File: config.mk
export PLATFORM = sky130hd
export DESIGN_NAME = bp_pht_update_ctrl
export DESIGN_NICKNAME = d
export VERILOG_FILES = /design/src/rtl/bp_pht_update_ctrl.sv
export SDC_FILE = /design/constraint.sdc
export NUM_CORES = 1
export LEC_CHECK = 0
export ABC_CLOCK_PERIOD_IN_PS = 2500
export CAP_MARGIN = 20
export CORE_MARGIN = 4
export CORE_UTILIZATION = 30
export DETAILED_ROUTE_END_ITERATION = 8
export PLACE_DENSITY = 0.53
export SLEW_MARGIN = 30
export SYNTH_ARGS = -nofsm -noshare
export SYNTH_HDL_FRONTEND = slang
export SYNTH_SLANG_ARGS = --single-unit
export TNS_END_PERCENT = 1
File: constraint.sdc
create_clock -name clk -period 2.5 [get_ports clk]
set_input_delay 0.375 -clock clk [delete_from_list [all_inputs] [get_ports clk]]
set_output_delay 0.375 -clock clk [all_outputs]
set_load 0.02 [all_outputs]
File: src/rtl/bp_pht_update_ctrl.sv
// Write-port owner for a 2-bit saturating-counter PHT: init sweep, then queued RMW updates.
// Optional `BP_UPD_BYPASS_EN: apply an update in its handshake cycle when RUN and the FIFO is empty.
module bp_pht_update_ctrl #(
  parameter int unsigned IDX_W      = 7,
  parameter int unsigned FIFO_DEPTH = 4,
  parameter logic [1:0]  INIT_VAL   = 2'b01
) (
  input  logic                          clk,
  input  logic                          rst,
  input  logic                          init_req,
  input  logic                          upd_valid,
  output logic                          upd_ready,
  input  logic [IDX_W-1:0]              upd_idx,
  input  logic                          upd_taken,
  input  logic [1:0]                    pht_rdata,
  output logic                          pht_we,
  output logic [IDX_W-1:0]              pht_widx,
  output logic [1:0]                    pht_wdata,
  output logic                          init_done,
  output logic [$clog2(FIFO_DEPTH):0]   pend_cnt
);

  localparam int unsigned PTR_W = $clog2(FIFO_DEPTH);

  typedef enum logic {ST_INIT, ST_RUN} state_t;

  state_t            r_state, w_state_nxt;
  logic [IDX_W-1:0]  r_sweep_idx, w_sweep_nxt;
  logic [IDX_W:0]    r_fifo [FIFO_DEPTH];
  logic [PTR_W:0]    r_wptr, r_rptr;

  logic              w_full, w_empty, w_push, w_pop, w_bypass;
  logic [IDX_W-1:0]  w_head_idx;
  logic              w_head_taken;

  function automatic logic [1:0] sat_upd(input logic [1:0] v, input logic taken);
    if (taken) return (v == 2'b11) ? v : v + 2'b01;
    else       return (v == 2'b00) ? v : v - 2'b01;
  endfunction

  // The extra wrap bit distinguishes full from empty when the low pointer bits match.
  assign w_empty  = (r_wptr == r_rptr);
  assign w_full   = (r_wptr[PTR_W] != r_rptr[PTR_W]) &&
                    (r_wptr[PTR_W-1:0] == r_rptr[PTR_W-1:0]);
  assign pend_cnt = r_wptr - r_rptr;

  assign {w_head_idx, w_head_taken} = r_fifo[r_rptr[PTR_W-1:0]];

  assign w_pop = (r_state == ST_RUN) && !w_empty && !init_req;

`ifdef BP_UPD_BYPASS_EN
  assign w_bypass = (r_state == ST_RUN) && w_empty && upd_valid && !init_req;
`else
  assign w_bypass = 1'b0;
`endif

  // A pop in the same cycle frees a slot, so a full FIFO can still take a push.
  assign upd_ready = !w_full || w_pop;
  assign w_push    = upd_valid && upd_ready && !init_req && !w_bypass;
  assign init_done = (r_state == ST_RUN);

  always_comb begin
    w_state_nxt = r_state;
    w_sweep_nxt = r_sweep_idx;
    unique case (r_state)
      ST_INIT: begin
        if (init_req) begin
          w_sweep_nxt = '0;
        end else if (r_sweep_idx == '1) begin
          w_state_nxt = ST_RUN;
          w_sweep_nxt = '0;
        end else begin
          w_sweep_nxt = r_sweep_idx + 1'b1;
        end
      end
      ST_RUN: begin
        if (init_req) begin
          w_state_nxt = ST_INIT;
          w_sweep_nxt = '0;
        end
      end
      default: begin
        w_state_nxt = ST_INIT;
        w_sweep_nxt = '0;
      end
    endcase
  end

  always_comb begin
    pht_we    = 1'b0;
    pht_widx  = r_sweep_idx;
    pht_wdata = INIT_VAL;
    if (rst) begin
      if (r_state == ST_INIT) begin
        pht_we = 1'b1;
      end else if (w_pop) begin
        pht_we    = 1'b1;
        pht_widx  = w_head_idx;
        pht_wdata = sat_upd(pht_rdata, w_head_taken);
      end else if (w_bypass) begin
        pht_we    = 1'b1;
        pht_widx  = upd_idx;
        pht_wdata = sat_upd(pht_rdata, upd_taken);
      end
    end
  end

  always_ff @(posedge clk or negedge rst) begin
    if (!rst) begin
      r_state     <= ST_INIT;
      r_sweep_idx <= '0;
    end else begin
      r_state     <= w_state_nxt;
      r_sweep_idx <= w_sweep_nxt;
    end
  end

  always_ff @(posedge clk or negedge rst) begin
    if (!rst) begin
      r_wptr <= '0;
      r_rptr <= '0;
    end else if (init_req) begin
      r_wptr <= '0;
      r_rptr <= '0;
    end else begin
      if (w_push) r_wptr <= r_wptr + 1'b1;
      if (w_pop)  r_rptr <= r_rptr + 1'b1;
    end
  end

  always_ff @(posedge clk) begin
    if (w_push) r_fifo[r_wptr[PTR_W-1:0]] <= {upd_idx, upd_taken};
  end

endmodule
# == Yosys cells after proc, flatten, opt, wreduce, memory -nomap -nowiden ==
# Memories as Yosys holds them, arrays and structs flattened.
# Cells that the tools add are included.
# word_totals
ff_bits,14
rom_bits,0
ram_bits,32
memories,1
latch_bits,0
out_inout_bits,15
# mem_list
name,words,word_bits,read_ports,rd_clocked_by_memory_dff,write_ports,line_no,text
r_fifo,4,8,1,0,1,29,logic [IDX_W:0] r_fifo [FIFO_DEPTH];
# op_classes
mul,0
add_sub_neg,6
mux,26
n_lt_le_gt_ge,0
eq_ne,6
reduce_logical,12
shift,0
n_bitwise,1
div_mod_pow,0
# op_table
operator,count
$mux 7,6
$pmux 7 s2,1
$mux 2,6
$mux 3,4
$mux 1,8
$add 7x1->7 const B,1
$eq 7x7->1 const B,1
$add 3x1->3 const B,2
$logic_and 1x1->1,5
$reduce_bool 2->1,2
$eq 3x3->1,1
$logic_not 1->1,3
$sub 3x3->3,1
$add 2x1->2 const B,1
$eq 2x2->1,1
$eq 2x2->1 const B,1
$logic_not 2->1,1
$ne 2x2->1 const B,1
$pmux 1 s2,1
$sub 2x1->2 const B,1
$logic_or 1x1->1,1
$ne 1x1->1,1
$not 1->1,1

# == Logic depth before layout (Yosys ltp) ==
# Gate-level depths: netlist (run 1).
# depth
ltp_word,9
depth_mapped,7
depth_no_buf,6

# == Worst setup path after synthesis (run 1) ==
# Ideal clock, no wire load.
# synth_timing
kind,reg-to-output
from,reg r_rptr[1]
to,out pht_widx[0]
path_buffers,1
path_stages_with_launch,8
arrival_time_ns,1.907
slack_ns,0.218
path_cell_list,dfrtp_1 -> buf_2 -> inv_1 -> ha_1 -> nand2_1 -> o21ai_1 -> nand3b_4 -> mux2_2
# synth_via
elab_chain_cells,7
# synth_rtl
element,line_no,text
start: declaration,30,"logic [PTR_W:0] r_wptr, r_rptr;"
start signal: assignment,127,if (w_pop) r_rptr <= r_rptr + 1'b1;
$eq 3x3->1,42,assign w_empty = (r_wptr == r_rptr);
$logic_not 1->1,49,assign w_pop = (r_state == ST_RUN) && !w_empty && !init_req;
$logic_and 1x1->1 (2 in series),49,
$mux 7 (*),96,end else if (w_pop) begin
$mux 7 (*),94,if (r_state == ST_INIT) begin
$mux 7 (*),93,if (rst) begin
end: declaration,17,"output logic [IDX_W-1:0] pht_widx,"
# Mark *: on every way between the ends. The rest lies on a longest branch, timed or not.

# == Worst setup path after layout (run 1) ==
# layout_timing
from,reg r_rptr[1]
to,out pend_cnt[1]
# layout_via
elab_chain_cells,1
# layout_rtl
element,line_no,text
$sub 3x3->3,45,assign pend_cnt = r_wptr - r_rptr;
end: declaration,20,output logic [$clog2(FIFO_DEPTH):0] pend_cnt
# No other way between the ends.

==> results of run 1 <==
-- sequential cells by signal, summed over array words and instances, names as in the netlist --
signal,cells
r_fifo,32
r_sweep_idx,7
r_rptr,3
r_wptr,3
init_done,1
-- per-layer routing --
metal,track usage (%),routed length (µm)
met4,4.03,76
met3,2.90,77
met5,0,0
met2,20.4,2390
met1,12.7,1900
-- report_power, final --
group | switching [mW] | internal [mW]
clock network | 0.233 | 0.298
logic | 0.0803 | 0.0733
registers | 0.0115 | 0.841
-- Yosys cell counts, types with 4 or more instances --
cell type and instances:
and2_2 4, ha_1 8, dfrtp_1 14, nor2_1 14
mux4_2 7, xor2_1 6, nand3_1 5, mux2_2 7
edfxtp_1 32, mux2i_1 7, nand2_1 5, xnor2_1 4
inv_1 7
-- what timing repair did --
item	CTS	global route
setup buffers	0	0
pin swaps	0	0
gates resized for setup	17	11
setup endpoints to repair	10	11
-- cell usage in the layout, fill, tap and decap left out, types with 4 or more instances in the layout --
cell type / instances
dfrtp_1: 14
nand3_1: 5
inv_1: 7
edfxtp_1: 32
xor2_1: 6
and2_2: 4
clkdlybuf4s50_1: 16
ha_1: 8
clkbuf_2: 7
clkbuf_8: 5
nand2_1: 5
mux4_2: 7
nor2_1: 14
mux2i_1: 7
mux2_2: 7
xnor2_1: 4
buf_4: 12
-- area by class of cell --
cell class | count | area [µm²]
Fill cell | 652 | 4180
Sequential cell | 46 | 1310
Multi-Input combinational cell | 92 | 822
Timing Repair Buffer | 40 | 339
Tap cell | 96 | 120
Clock buffer | 6 | 72.6
Clock inverter | 2 | 37.5
Inverter | 7 | 26.3
-- cells by family after synthesis --
kind of cell,Yosys count,synth area share (%)
AO/OA/AOI/OAI,13,4.08
buffers and inverters,11,2.01
flip-flops,46,60.2
multiplexers,21,14.1
adder cells (fa/ha/maj),9,5.52
XOR/XNOR,10,4.02
AND/OR/NAND/NOR,39,10.1
-- final timing paths --
path                                 from        endpoint  slack [ns]  depth (start not counted)
max reg2reg                     r_wptr[0]    r_fifo[1][5]        0.46                          7
min in group clk           r_sweep_idx[4]  r_sweep_idx[4]        0.61                          2
min                                   rst       r_rptr[1]        0.52                          2
max                             r_rptr[1]     pend_cnt[1]        0.11                          4
min reg2reg                r_sweep_idx[4]  r_sweep_idx[4]        0.61                          2
max in group asynchronous             rst       r_rptr[0]        1.81                          2
-- stage by stage --
stage | hold WS, ns | instances
3_5_place_dp | 0.599 | 281
6_report | 0.516 | 289
3_3_place_gp | 0.582 | 281
4_1_cts | 0.517 | 289
5_1_grt | 0.518 | 289
2_1_floorplan | 0.0794 | 149
==> impl_metrics.toml, run 1 <==
[yosys]
syn_nets = 172
yosysTopAreaCellShare_pct = 44.1
ys.warnings.count = 0
yosysUniqueCellTypes = 36
postSynthAreaPerCell_um2 = 14.6
synth_top_area_cell = "edfxtp_1"
seq_area_frac_synth_pct = 60.2
ys.flop_type = "edfxtp_1"
ys_ff_latch = 46
synth_edf_count = 32
netlist_area_um2 = 2180
synthTopCellsByArea = "edfxtp_1, dfrtp_1, mux4_2"
async_flop_share_pct = 30.4
syn-instance-count = 149

[critical_path]
max_stage_delay_ns = 0.60
cp_slowest_cell = "clkdlybuf4s50_1"
arrival_ns = 2.02
cp-end-kind = "primary output"
path_delay_family = "buffers and inverters"
cp_cell_sequence = "buf_4 > fa_1 > inv_1 > clkdlybuf4s50_1"
cp.required_ns = 2.12
worstSetupPathType = "reg2out"
start_kind = "flop"
path_buf_inv = 3
cp_max_fo = 12

[drt]
drc_errors = 0
first_pass_iters = 4
wl_per_cell_um = 15.4
via_per_inst = 4.53
route.vias.total = 1310
drtAntennaViolNets = 0
first_iter_violations = 39
drt_wl_total_um = 4440

[final_layout]
fin_util_pct = 39.5
drive_gt1_share_pct = 24.4
nNetsFinal = 215
insertedDiodeCount = 0
area_growth_pct = 25.3
finish.instance_area_um2 = 2730

[timing]
layout_setup_ws_ns = 0.109
setup_viol = 0
maxSlewViolCount = 0
relSlewSlack_pct = 68.2
fmax_ghz = 0.418
tightest_slew_ns = 0.472
finClkSkew_ns = 0.00491
hold_viol_final = 0
timing.final.crit_period_ns = 2.39
finalCritPeriodShare_pct = 95.6
grt_setup_unrepaired = "no"
tns_ns = 0

[floorplan]
die-area_um2 = 8680
ioPinCount = 29
fp.dieH_um = 93.2
fp-row-count = 30
fp.dieW_um = 93.2
core_area_um2 = 6910
start_util_pct = 31.5

[grt]
grt_start_max_net_pins = 16
grt_pass1_wl_um = 7330
antenna_found_initial = 0
gr-total-overflow = 0
grt_pass1_vias = 1448
grt_use_total_pct = 11.3

[clock_network]
cts_buffers = 5
cts_buffer_depth = 2
cts_hold_buf = 0
cts.sinks = 46
clk_pin_slew_ns = 0.08
htree_levels = 2
clock_latency_ns = 0.29
cts_tree = "built"
root_buffer = "clkbuf_8"

[power_and_ir_drop]
powerDensity_nw_per_um2 = 563
vdd_drop_max_uv = 208
power_leakage_nw = 1.08
total_power_mw = 1.54

[status]
outcome = "completed"

[hold_path]
hp-class = "in2async"

[placement]
io_buffers = 28
place.gp.congestion = 0.773
dpl_cell_area_um2 = 2650
dpl.hpwl_um = 3290
pre_cts_ws_ns = 0.0870

[run]
drv_cap = 0
(Power assumes the default switching activity.)
==> run 2: changes to the inputs <==
--- a/config.mk
+++ b/config.mk
@@ -7,10 +7,14 @@
 export LEC_CHECK = 0
 export ABC_CLOCK_PERIOD_IN_PS = 2500
 export CAP_MARGIN = 20
+export CELL_PAD_IN_SITES_DETAIL_PLACEMENT = 0
+export CELL_PAD_IN_SITES_GLOBAL_PLACEMENT = 2
 export CORE_MARGIN = 4
 export CORE_UTILIZATION = 30
+export CTS_BUF_LIST = sky130_fd_sc_hd__clkbuf_4 sky130_fd_sc_hd__clkbuf_8
 export DETAILED_ROUTE_END_ITERATION = 8
-export PLACE_DENSITY = 0.53
+export PLACE_DENSITY = 0.68
+export SETUP_SLACK_MARGIN = 0.15
 export SLEW_MARGIN = 30
 export SYNTH_ARGS = -nofsm -noshare
 export SYNTH_HDL_FRONTEND = slang
==> run 2 against run 1 <==
- critical path depth grew 2
- sequential power is essentially flat
- combinational power grew 16%
- cell area grew 3.9%
- cell count grew 0.69%
- largest cell class unchanged
- highest routed layer unchanged
==> impl_metrics.toml, run 2 (synthesized netlist as in run 1, its figures left out) <==
[critical_path]
worstSetupPathType = "reg2out"
cp_max_fo = 5
r2r_start = "r_rptr[0]"
arrival_ns = 1.98
r2r.worst_path.cells = 6
cp.required_ns = 2.12
r2r_setup_slack_ns = 0.44
r2r_end = "r_fifo[2][5]"
start_kind = "flop"
cp-end-kind = "primary output"

[floorplan]
fp.dieH_um = 93.2
core_area_um2 = 6910
ioPinCount = 29
start_util_pct = 31.5
fp.dieW_um = 93.2
fp-row-count = 30
die-area_um2 = 8680

[final_layout]
area_growth_pct = 30.2
largest_reg_flops = 32
fin_util_pct = 41.1
layout_commonest_cell = "edfxtp_1"
drive_gt1_share_pct = 29.7
nNetsFinal = 217
final_cell_mix = "edfxtp_1, clkdlybuf4s50_1, nor2_1, dfrtp_1, buf_4"
insertedDiodeCount = 0

[clock_network]
cts_buffers = 5
clock_latency_ns = 0.30
clk_pin_slew_ns = 0.09
cts_tree = "built"
htree_levels = 2
cts.sinks = 46
root_buffer = "clkbuf_8"
cts_hold_buf = 0
cts_buffer_depth = 2

[hold_path]
worstHoldEndpoint = "r_sweep_idx[6]"
hp-class = "reg2reg"
worstHoldStart = "r_sweep_idx[6]"
holdPathStages = 2

[status]
outcome = "completed"

[timing]
hold_viol_final = 0
maxSlewViolCount = 0
relSlewSlack_pct = 67.1
finClkSkew_ns = 0.00413
setup_viol = 0
tightest_slew_ns = 0.489
timing.final.crit_period_ns = 2.35
fmax_ghz = 0.425
grt_setup_unrepaired = "yes"
finalCritPeriodShare_pct = 94.0

[grt]
grt_use_total_pct = 11.2
gr-total-overflow = 0
grt_pass1_wl_um = 7310
grt_pass1_vias = 1397
grt_start_max_net_pins = 17
antenna_found_initial = 0

[run]
drv_cap = 0

[drt]
first_pass_iters = 4
route.vias.total = 1367
wl_per_cell_um = 16.5
via_per_inst = 4.70
first_iter_violations = 33
drt_wl_total_um = 4790
drc_errors = 0
drtAntennaViolNets = 0

[placement]
dpl.hpwl_um = 3390
place.gp.congestion = 0.745
io_buffers = 28

[power_and_ir_drop]
vdd_drop_max_uv = 229
power_leakage_nw = 1.12
total_power_mw = 1.49
powerDensity_nw_per_um2 = 525
run 2: layer usage:
metal	global-route usage, %	part of all wire [%]
met4	3.66	1.4
met2	19.2	54
met3	2.41	3.7
met1	14.1	41
met5	0	0
run 2: how the worst max path moves through the flow:
| stage | from | to | slack (ns) | cells after the start |
|---|---|---|---|---|
| floorplan | r_rptr[1] | pht_widx[0] | 0.22 | 7 |
| global placement | init_req | pht_widx[3] | 0.06 | 5 |
| detailed placement | init_req | pht_widx[3] | 0.06 | 5 |
| CTS | r_wptr[0] | pht_widx[3] | -0.01 | 7 |
| global route | r_rptr[0] | pht_widx[5] | 0.08 | 6 |
| finish | r_rptr[0] | pht_widx[4] | 0.15 | 6 |
run 2: report_power, final:
group	internal (mW)	total [mW]	leakage (nW)	switching (mW)
logic	0.0873	0.179	0.587	0.0915
clock network	0.202	0.456	0.0489	0.254
registers	0.841	0.853	0.482	0.0126
total	1.13	1.49	1.12	0.358
run 2: cell type report:
type / instances / area [µm²]
Clock buffer: 5 / 68.8
Multi-Input combinational cell: 93 / 912
Inverter: 7 / 26.3
Fill cell: 665 / 4070
Timing Repair Buffer: 41 / 374
Tap cell: 96 / 120
Clock inverter: 3 / 22.5
Sequential cell: 46 / 1310
run 2: critical path: stages, from the launching register on:
cell      delay (ns)
dfrtp_1         0.43
ha_4            0.31
nand2_4         0.06
o21ai_4         0.19
nand3b_4        0.24
mux2_4          0.32
buf_6           0.13
run 2: what timing repair did:
action                                  CTS  global route
pin swaps                                 0             2
setup buffers                             0             2
gates cloned                              0             1
endpoints found under the setup margin   13            11
hold endpoints to repair                  0             0
resized for setup                        30            34
run 2: per-stage QoR:
stage          hold slack (ns)  TNS (ns)  cell area, µm²  cells  setup WS [ns]
3_3_place_gp             0.565         0            2640    280         0.0589
6_report                 0.609         0            2840    291          0.149
5_1_grt                  0.639         0            2840    291         0.0824
2_1_floorplan           0.0794         0            2180    149          0.218
4_1_cts                  0.540   -0.0116            2740    288        -0.0116
3_5_place_dp             0.587         0            2640    280         0.0583
